<file path="config.mk">
export PLATFORM = sky130hd
export DESIGN_NAME = instr_encoder
export DESIGN_NICKNAME = d
export VERILOG_FILES = /design/src/rtl/instr_encoder_pkg.sv /design/src/rtl/instr_encoder_imm_pack.sv /design/src/rtl/instr_encoder.sv
export SDC_FILE = /design/constraint.sdc
export NUM_CORES = 1
export LEC_CHECK = 0
export BUFFER_PORTS_ARGS = -buffer_cell sky130_fd_sc_hd__buf_2
export CORE_UTILIZATION = 58
export DETAILED_ROUTE_END_ITERATION = 12
export HOLD_SLACK_MARGIN = 0.08
export PLACE_DENSITY_LB_ADDON = 0.08
export SYNTH_ARGS = -nofsm -noshare
export SYNTH_HDL_FRONTEND = slang
export SYNTH_HIERARCHICAL = 1
export SYNTH_SLANG_ARGS = --single-unit
export TNS_END_PERCENT = 100
</file>
<file path="constraint.sdc">
create_clock -name clk -period 6.46 [get_ports clk]
set_input_delay 0.969 -clock clk [delete_from_list [all_inputs] [get_ports clk]]
set_output_delay 0.969 -clock clk [all_outputs]
set_load 0.01 [all_outputs]
</file>
<file path="src/rtl/instr_encoder_pkg.sv">
// Shared types and constants for the RV32 instruction encoder.
// Immediate-format coding matches the immediate extender.
package instr_encoder_pkg;

    typedef enum logic [1:0] {
        IMM_I = 2'b00,
        IMM_S = 2'b01,
        IMM_B = 2'b10,
        IMM_J = 2'b11
    } imm_src_e;

    localparam logic [6:0] OP_LOAD   = 7'b0000011;
    localparam logic [6:0] OP_STORE  = 7'b0100011;
    localparam logic [6:0] OP_BRANCH = 7'b1100011;
    localparam logic [6:0] OP_JAL    = 7'b1101111;

    localparam int IMM12_MIN = -2048;
    localparam int IMM12_MAX = 2047;
    localparam int IMM13_MIN = -4096;
    localparam int IMM13_MAX = 4094;
    localparam int IMM21_MIN = -(1 << 20);
    localparam int IMM21_MAX = (1 << 20) - 2;

endpackage

</file>
<file path="src/rtl/instr_encoder_imm_pack.sv">
// Combinational field packer: builds the 32-bit word for the selected format
// and flags whether the immediate fits that format.
module instr_encoder_imm_pack
    import instr_encoder_pkg::*;
(
    input  logic [1:0]  imm_src,
    input  logic [6:0]  opcode,
    input  logic [2:0]  funct3,
    input  logic [4:0]  rd,
    input  logic [4:0]  rs1,
    input  logic [4:0]  rs2,
    input  logic [31:0] imm,
    output logic [31:0] instr,
    output logic        legal
);

    logic signed [31:0] simm;
    assign simm = imm;

    always_comb begin
        instr = '0;
        legal = 1'b0;
        unique case (imm_src_e'(imm_src))
            IMM_I: begin
                legal = (simm >= IMM12_MIN) && (simm <= IMM12_MAX);
                instr = {imm[11:0], rs1, funct3, rd, opcode};
            end
            IMM_S: begin
                legal = (simm >= IMM12_MIN) && (simm <= IMM12_MAX);
                instr = {imm[11:5], rs2, rs1, funct3, imm[4:0], opcode};
            end
            IMM_B: begin
                // Branch offsets are halfword-aligned; bit 0 is not encodable.
                legal = (simm >= IMM13_MIN) && (simm <= IMM13_MAX) && !imm[0];
                instr = {imm[12], imm[10:5], rs2, rs1, funct3, imm[4:1], imm[11], opcode};
            end
            IMM_J: begin
                legal = (simm >= IMM21_MIN) && (simm <= IMM21_MAX) && !imm[0];
                instr = {imm[20], imm[10:1], imm[11], imm[19:12], rd, opcode};
            end
        endcase
    end

endmodule

</file>
<file path="src/rtl/instr_encoder.sv">
// Two-stage valid/ready encoder: S1 captures fields, S2 holds the packed word
// with its sequential address. Illegal immediates are dropped and counted.
module instr_encoder
    import instr_encoder_pkg::*;
#(
    parameter int unsigned ADDR_W    = 8,
    parameter int unsigned BASE_ADDR = 0,
    parameter int unsigned ERRCNT_W  = 8
) (
    input  logic                clk,
    input  logic                reset,
    input  logic                clr,
    input  logic                in_valid,
    output logic                in_ready,
    input  logic [1:0]          imm_src,
    input  logic [6:0]          opcode,
    input  logic [2:0]          funct3,
    input  logic [4:0]          rd,
    input  logic [4:0]          rs1,
    input  logic [4:0]          rs2,
    input  logic [31:0]         imm,
    output logic                out_valid,
    input  logic                out_ready,
    output logic [ADDR_W-1:0]   out_addr,
    output logic [31:0]         out_instr,
    output logic                err,
    output logic [ERRCNT_W-1:0] err_cnt
);

    localparam logic [ADDR_W-1:0] BaseAddr = ADDR_W'(BASE_ADDR);

    logic                s1_v_q;
    logic [1:0]          s1_src_q;
    logic [6:0]          s1_opcode_q;
    logic [2:0]          s1_funct3_q;
    logic [4:0]          s1_rd_q;
    logic [4:0]          s1_rs1_q;
    logic [4:0]          s1_rs2_q;
    logic [31:0]         s1_imm_q;

    logic                s2_v_q;
    logic [ADDR_W-1:0]   out_addr_q;
    logic [31:0]         out_instr_q;
    logic [ADDR_W-1:0]   addr_cnt_q;
    logic                err_q;
    logic [ERRCNT_W-1:0] err_cnt_q;

    logic [31:0]         packed_instr;
    logic                packed_legal;
    logic                s1_move;
    logic                accept;

    instr_encoder_imm_pack u_imm_pack (
        .imm_src (s1_src_q),
        .opcode  (s1_opcode_q),
        .funct3  (s1_funct3_q),
        .rd      (s1_rd_q),
        .rs1     (s1_rs1_q),
        .rs2     (s1_rs2_q),
        .imm     (s1_imm_q),
        .instr   (packed_instr),
        .legal   (packed_legal)
    );

    assign s1_move  = s1_v_q && (!s2_v_q || out_ready);
    // clr blocks acceptance so nothing is captured into a pipe that is being flushed.
    assign in_ready = !clr && (!s1_v_q || s1_move);
    assign accept   = in_valid && in_ready;

    always_ff @(posedge clk or posedge reset) begin
        if (reset) begin
            s1_v_q      <= 1'b0;
            s1_src_q    <= '0;
            s1_opcode_q <= '0;
            s1_funct3_q <= '0;
            s1_rd_q     <= '0;
            s1_rs1_q    <= '0;
            s1_rs2_q    <= '0;
            s1_imm_q    <= '0;
            s2_v_q      <= 1'b0;
            out_addr_q  <= BaseAddr;
            out_instr_q <= '0;
            addr_cnt_q  <= BaseAddr;
            err_q       <= 1'b0;
            err_cnt_q   <= '0;
        end else if (clr) begin
            s1_v_q     <= 1'b0;
            s2_v_q     <= 1'b0;
            out_addr_q <= BaseAddr;
            addr_cnt_q <= BaseAddr;
            err_q      <= 1'b0;
            err_cnt_q  <= '0;
        end else begin
            if (accept) begin
                s1_v_q      <= 1'b1;
                s1_src_q    <= imm_src;
                s1_opcode_q <= opcode;
                s1_funct3_q <= funct3;
                s1_rd_q     <= rd;
                s1_rs1_q    <= rs1;
                s1_rs2_q    <= rs2;
                s1_imm_q    <= imm;
            end else if (s1_move) begin
                s1_v_q <= 1'b0;
            end

            if (s2_v_q && out_ready) begin
                s2_v_q <= 1'b0;
            end

            if (s1_move) begin
                if (packed_legal) begin
                    s2_v_q      <= 1'b1;
                    out_instr_q <= packed_instr;
                    out_addr_q  <= addr_cnt_q;
                    addr_cnt_q  <= addr_cnt_q + 1'b1;
                end else begin
                    err_q <= 1'b1;
                    if (err_cnt_q != '1) begin
                        err_cnt_q <= err_cnt_q + 1'b1;
                    end
                end
            end
        end
    end

    assign out_valid = s2_v_q;
    assign out_addr  = out_addr_q;
    assign out_instr = out_instr_q;
    assign err       = err_q;
    assign err_cnt   = err_cnt_q;

endmodule

</file>
After elaboration in Yosys (flattened, before gate mapping)
Cells that the tools add are included.

Output and inout port bits: 51. Logic and storage cells: 76. Bits in registers: 118.

Reduce and logical (&&, ||, !) cells: 26. Eq/ne operators: 5. Muxes and demuxes: 22. Add/sub/neg operators: 2. Order comparisons: 6. Bitwise operators: 1.

Operators with widths (number): $pmux 32 s4 (1); $mux 8 (10); $ge 32x12->1 const B (1); $ge 32x13->1 const B (1); $ge 32x21->1 const B (1); $le 32x12->1 const B (1); $le 32x13->1 const B (1); $le 32x21->1 const B (1); $add 8x1->8 const B (2); $mux 1 (10); $logic_and 1x1->1 (9); $ne 8x8->1 const B (1); $reduce_and 2->1 (3); $reduce_and 3->1 (2); $reduce_bool 2->1 (3); $eq 2x2->1 const B (2); $logic_not 1->1 (4); $pmux 1 s3 (1); $reduce_bool 3->1 (1); $eq 2x1->1 const B (1); $logic_not 2->1 (1); $logic_or 1x1->1 (2); $ne 2x2->1 const B (1); $reduce_or 2->1 (1); $not 1->1 (1).

Logic depth before layout (Yosys ltp)
Depth after elaboration: 8. Gate-level depth with buffers: 10. Depth with buffers taken out: 9.

Hierarchy
Netlist, hierarchy kept.

Modules (own cells, without submodules): instr_encoder (times used 1, area each 4650.7 um2, cells an instance 328, sequential area each 2952.8 um2); instr_encoder_imm_pack (times used 1, area each 533.0 um2, cells an instance 70, sequential area each 0.0 um2).

Worst setup path after synthesis
OpenSTA, ideal clock, no wires.

Kind: flip-flop to flip-flop. Start point: register s1_imm_q[21]. End point: register out_instr_q[20], in the netlist out_instr[20]. Library setup time: 0.125 ns. Period minus slack after synthesis: 2.421 ns. Slack: 4.039 ns. Stages on the path, launching flop included: 10. Arrival: 2.296 ns. Cell sequence: dfrtp_1 -> nand4_1 -> or3_1 -> a311o_1 -> o22ai_1 -> and2_1 -> nand2_1 -> nor2_2 -> buf_4 -> mux2_2.

Word-level cells in the longest chain between the ends: 5. Elaborated cells between the ends (all ways): 13. Those cells by class: 6 x order compare; 1 x mux; 6 x reduce/logical.

RTL lines: start, declared (RTL line instr_encoder.sv:39) `logic [31:0] s1_imm_q;`; start signal, assigned (RTL line instr_encoder.sv:102) `s1_imm_q <= imm;`; $ge 32x21->1 (tied with other cells) (RTL line instr_encoder_imm_pack.sv:38) `legal = (simm >= IMM21_MIN) && (simm <= IMM21_MAX) && !imm[0];`; $logic_and 1x1->1 (on tied branches) (2 in series) (RTL line instr_encoder_imm_pack.sv:38, instr_encoder_imm_pack.sv:34); $pmux 1 s3 * (RTL line instr_encoder_imm_pack.sv:23) `unique case (imm_src_e'(imm_src))`; via packed_legal (RTL line instr_encoder.sv:49) `logic packed_legal;`; $reduce_and 3->1 (no line) *; end signal, assigned (RTL line instr_encoder.sv:114) `out_instr_q <= packed_instr;`; end, declared (RTL line instr_encoder.sv:43) `logic [31:0] out_instr_q;`.

Mark *: on every way through the listed nets, which the timed path passes. The rest lies on a longest branch. A chain may end at the register's enable or synchronous reset.

Worst setup path in the final report
Start point: register s1_imm_q[25]. End point: register out_instr_q[23], in the netlist out_instr[23].

Same word-level chain as after synthesis.

==> flow_metrics.py <==
metrics = {
    "sta": {
        "worstMarginPinSlew_ns": 1.03,
        "finalSetupTns_ns": 0,
        "fin_skew_ns": 0.00707,
        "report.final.slew_viol_count": 0,
        "min_period_ns": 3.46,
        "fmax_ghz": 0.289,
        "finalSetupViolations": 0,
        "hold_viol_final": 0,
        "rsz0062_at_grt": "no",
        "slew_headroom_pct": 30.7,
        "final.period_utilization_pct": 53.5,
        "setup_slack_ns": 3.00,
    },
    "place": {
        "finalWeightedCongestion": 0.753,
        "io_buffers": 114,
        "post-dp-hpwl_um": 6850,
        "dpl-instance-area_sq_mm": 0.00572,
        "dp_slack_ns": 3.04,
    },
    "synthesis": {
        "synth_seq_cells": 118,
        "synthFlopType": "dfrtp_1",
        "synth_enable_flop_cells": 0,
        "ys_types": 42,
        "syn_nets": 464,
        "yosysWarnings": 6,
        "syn_inst": 398,
        "synth_area_sq_mm": 0.00518,
        "synth.avg_cell_area_sq_um": 13.0,
        "async_flop_share_pct": 100,
        "ys_seq_area_share_pct": 57.0,
    },
    "worst_setup_path": {
        "cp_max_fo": 32,
        "required_ns": 6.85,
        "cp.arrival_ns": 3.84,
        "startpoint_type": "flip-flop",
        "slowest_delay_ns": 0.85,
        "crit_chain": "nor4_1, nand3_1, a311o_1, o22ai_1, and2_1, nand2_1, nor2_4, mux2_2",
        "critPathKind": "flip-flop to flip-flop",
        "slowest_stage": "nor2_4",
        "worst_setup_path_end_kind": "flip-flop",
    },
    "global_routing": {
        "grt_pass1_vias": 3497,
        "top_usage_layer": "met2",
        "gr-usage-met2_pct": 42.0,
        "grt_antenna_before_repair": 0,
        "grt_pass1_wl_um": 16900,
        "track_usage_pct": 24.5,
        "use_met3_pct": 7.04,
        "met1_usage_pct": 29.3,
        "overflow": 0,
        "grt_max_degree": 73,
    },
    "clock_tree": {
        "htreeDepth": 4,
        "cts_tree": "done",
        "path_clk_slew_ns": 0.06,
        "cts_root_buffer": "clkbuf_8",
        "ctsResizeCount": 0,
        "cts_hold_buf": 0,
        "insertion_delay_ns": 0.51,
        "numCtsBuffers": 17,
        "clkSinkCount": 118,
        "postCtsSetupBuffers": 0,
        "cts_buffer_depth": 2,
    },
    "final_layout": {
        "final_core_util_pct": 73.3,
        "multi_input_area_sq_mm": 0.00203,
        "n_fill_cell": 610,
        "num_antenna_cells": 0,
        "layout-drive-gt1-share_pct": 50.9,
        "seqCellArea_sq_mm": 0.00295,
        "nets": 570,
        "area_growth_pct": 22.7,
        "final_area_sq_mm": 0.00636,
    },
    "pwr": {
        "power_leakage_nw": 2.98,
        "ir_worst_vdd_uv": 247,
        "power.density_mw_per_mm2": 358,
    },
    "detailed_routing": {
        "drt_iter0_drc": 126,
        "drc": 0,
        "wl_per_cell_um": 17.1,
        "via_count": 3501,
        "viasPerCell": 5.60,
        "firstDrtPassIters": 4,
        "drt_wl_total_um": 10700,
        "ant_nets": 0,
    },
    "die": {
        "floorplan.initialDensity_pct": 59.7,
        "top_level_ports": 115,
        "coreArea_sq_mm": 0.00868,
        "die_area_sq_mm": 0.00932,
        "rows": 34,
        "die_h_um": 96.5,
        "fp.dieW_um": 96.5,
    },
    "flow_run": {
        "drv_cap": 0,
    },
    "min_path": {
        "hp-class": "flip-flop to flip-flop",
    },
    "outcome": {
        "status": "finished clean",
    },
}
-- report_power, final --
part           switching, mW  internal [mW]  total [mW]
Sequential            0.0826          0.855       0.938
Combinational          0.145          0.180       0.326
Clock                  0.345          0.668        1.01
-- metal layers --
metal | up-vias | part of all wire, % | wire length, um
met5 | - | 0 | 0
met4 | 0 | 1.6 | 168
met3 | 17 | 5.0 | 531
met2 | 84 | 52 | 5520
met1 | 1764 | 42 | 4460
li1 | 1636 | - | -
-- path summary, 6_finish.rpt --
check / start / end / slack, ns / cells after the start
worst max-delay path: s1_imm_q[25] / out_instr[23] / 3.00 / 8
worst min-delay path: s1_rd_q[3] / s1_rd_q[3] / 0.50 / 1
worst max register to register: s1_imm_q[25] / out_instr[23] / 3.00 / 8
worst min register to register: s1_rd_q[3] / s1_rd_q[3] / 0.50 / 1
max in group asynchronous: reset / s1_imm_q[6] / 4.69 / 3
min in group asynchronous: reset / err_cnt[6] / 0.63 / 2
-- Yosys cell counts, types with 2 or more instances --
master	count	share of area [%]
or4_1	5	0.72
o31ai_1	5	0.72
nor2_2	2	0.24
or3_1	4	0.48
nand3_1	6	0.58
buf_4	17	2.5
nand2_1	28	2.0
xor2_1	2	0.34
a21oi_1	23	2.2
buf_6	2	0.43
xnor2_1	4	0.68
and2_1	2	0.24
nand4_1	10	1.2
mux2i_1	2	0.39
nor2_1	12	0.87
mux2_2	106	23
nor4b_1	2	0.34
inv_1	3	0.22
nor4_1	5	0.60
clkbuf_1	3	0.22
buf_2	6	0.58
ha_1	2	0.48
o21ai_0	3	0.29
nor3_1	9	0.87
dfrtp_1	118	57
-- stage by stage --
step	hold slack [ns]	cells	power (mW)
6_report	0.497	625	2.28
5_1_grt	0.507	625	2.36
4_1_cts	0.501	625	2.30
3_5_place_dp	0.487	593	1.27
3_3_place_gp	0.477	593	1.25
2_1_floorplan	0.474	398	1.16
-- placed cells by master, fill, tap and decap left out, types with 2 or more instances in the layout --
cell type and n:
xnor2_1 4, bufinv_16 5, inv_6 2, inv_1 2
buf_2 114, nor4_1 5, nand4_1 10, mux2_2 106
and2_1 2, nand2_1 27, a21oi_1 23, nor2_1 12
xor2_1 2, buf_4 2, or4_1 5, clkinvlp_4 2
o21ai_0 3, nor4b_1 2, o31ai_1 5, nor3_1 9
nand2_2 2, mux2i_1 2, ha_1 2, clkinv_4 4
nand3_1 6, clkinv_2 2, dfrtp_1 118, or3_1 4
clkbuf_16 16
-- critical path: cells and delay by family (launching register included) --
family          cells  cell delay [ns]
simple gates        5             1.88
compound gates      2             0.59
mux                 1             0.43
flops               1             0.40
-- registers in the layout (all words and copies together) (netlist names) --
signal       cells
s1_rd_q          5
s1_imm_q        32
err              1
err_cnt          8
addr_cnt_q       8
s1_src_q         2
out_valid        1
s1_rs1_q         5
s1_v_q           1
s1_rs2_q         5
out_addr         8
s1_funct3_q      3
s1_opcode_q      7
out_instr       32
-- cells by family after synthesis --
family / synth area share [%]
XOR/XNOR: 1.33
AND/OR/NAND/NOR: 9.58
multiplexers: 23.6
AO/OA/AOI/OAI: 4.03
adder cells (fa/ha/maj): 0.483
flip-flops: 57.0
buffers and inverters: 3.98
-- cell type report --
cell class	count	share of cell area (%)
clock buffers	17	6.51
clock inverters	15	3.58
inverters	3	0.216
multi-input cells	248	31.9
flip-flops and latches	118	46.4
well taps	108	2.12
repair buffers	116	9.21
Power figures use the tool's default switching activity.
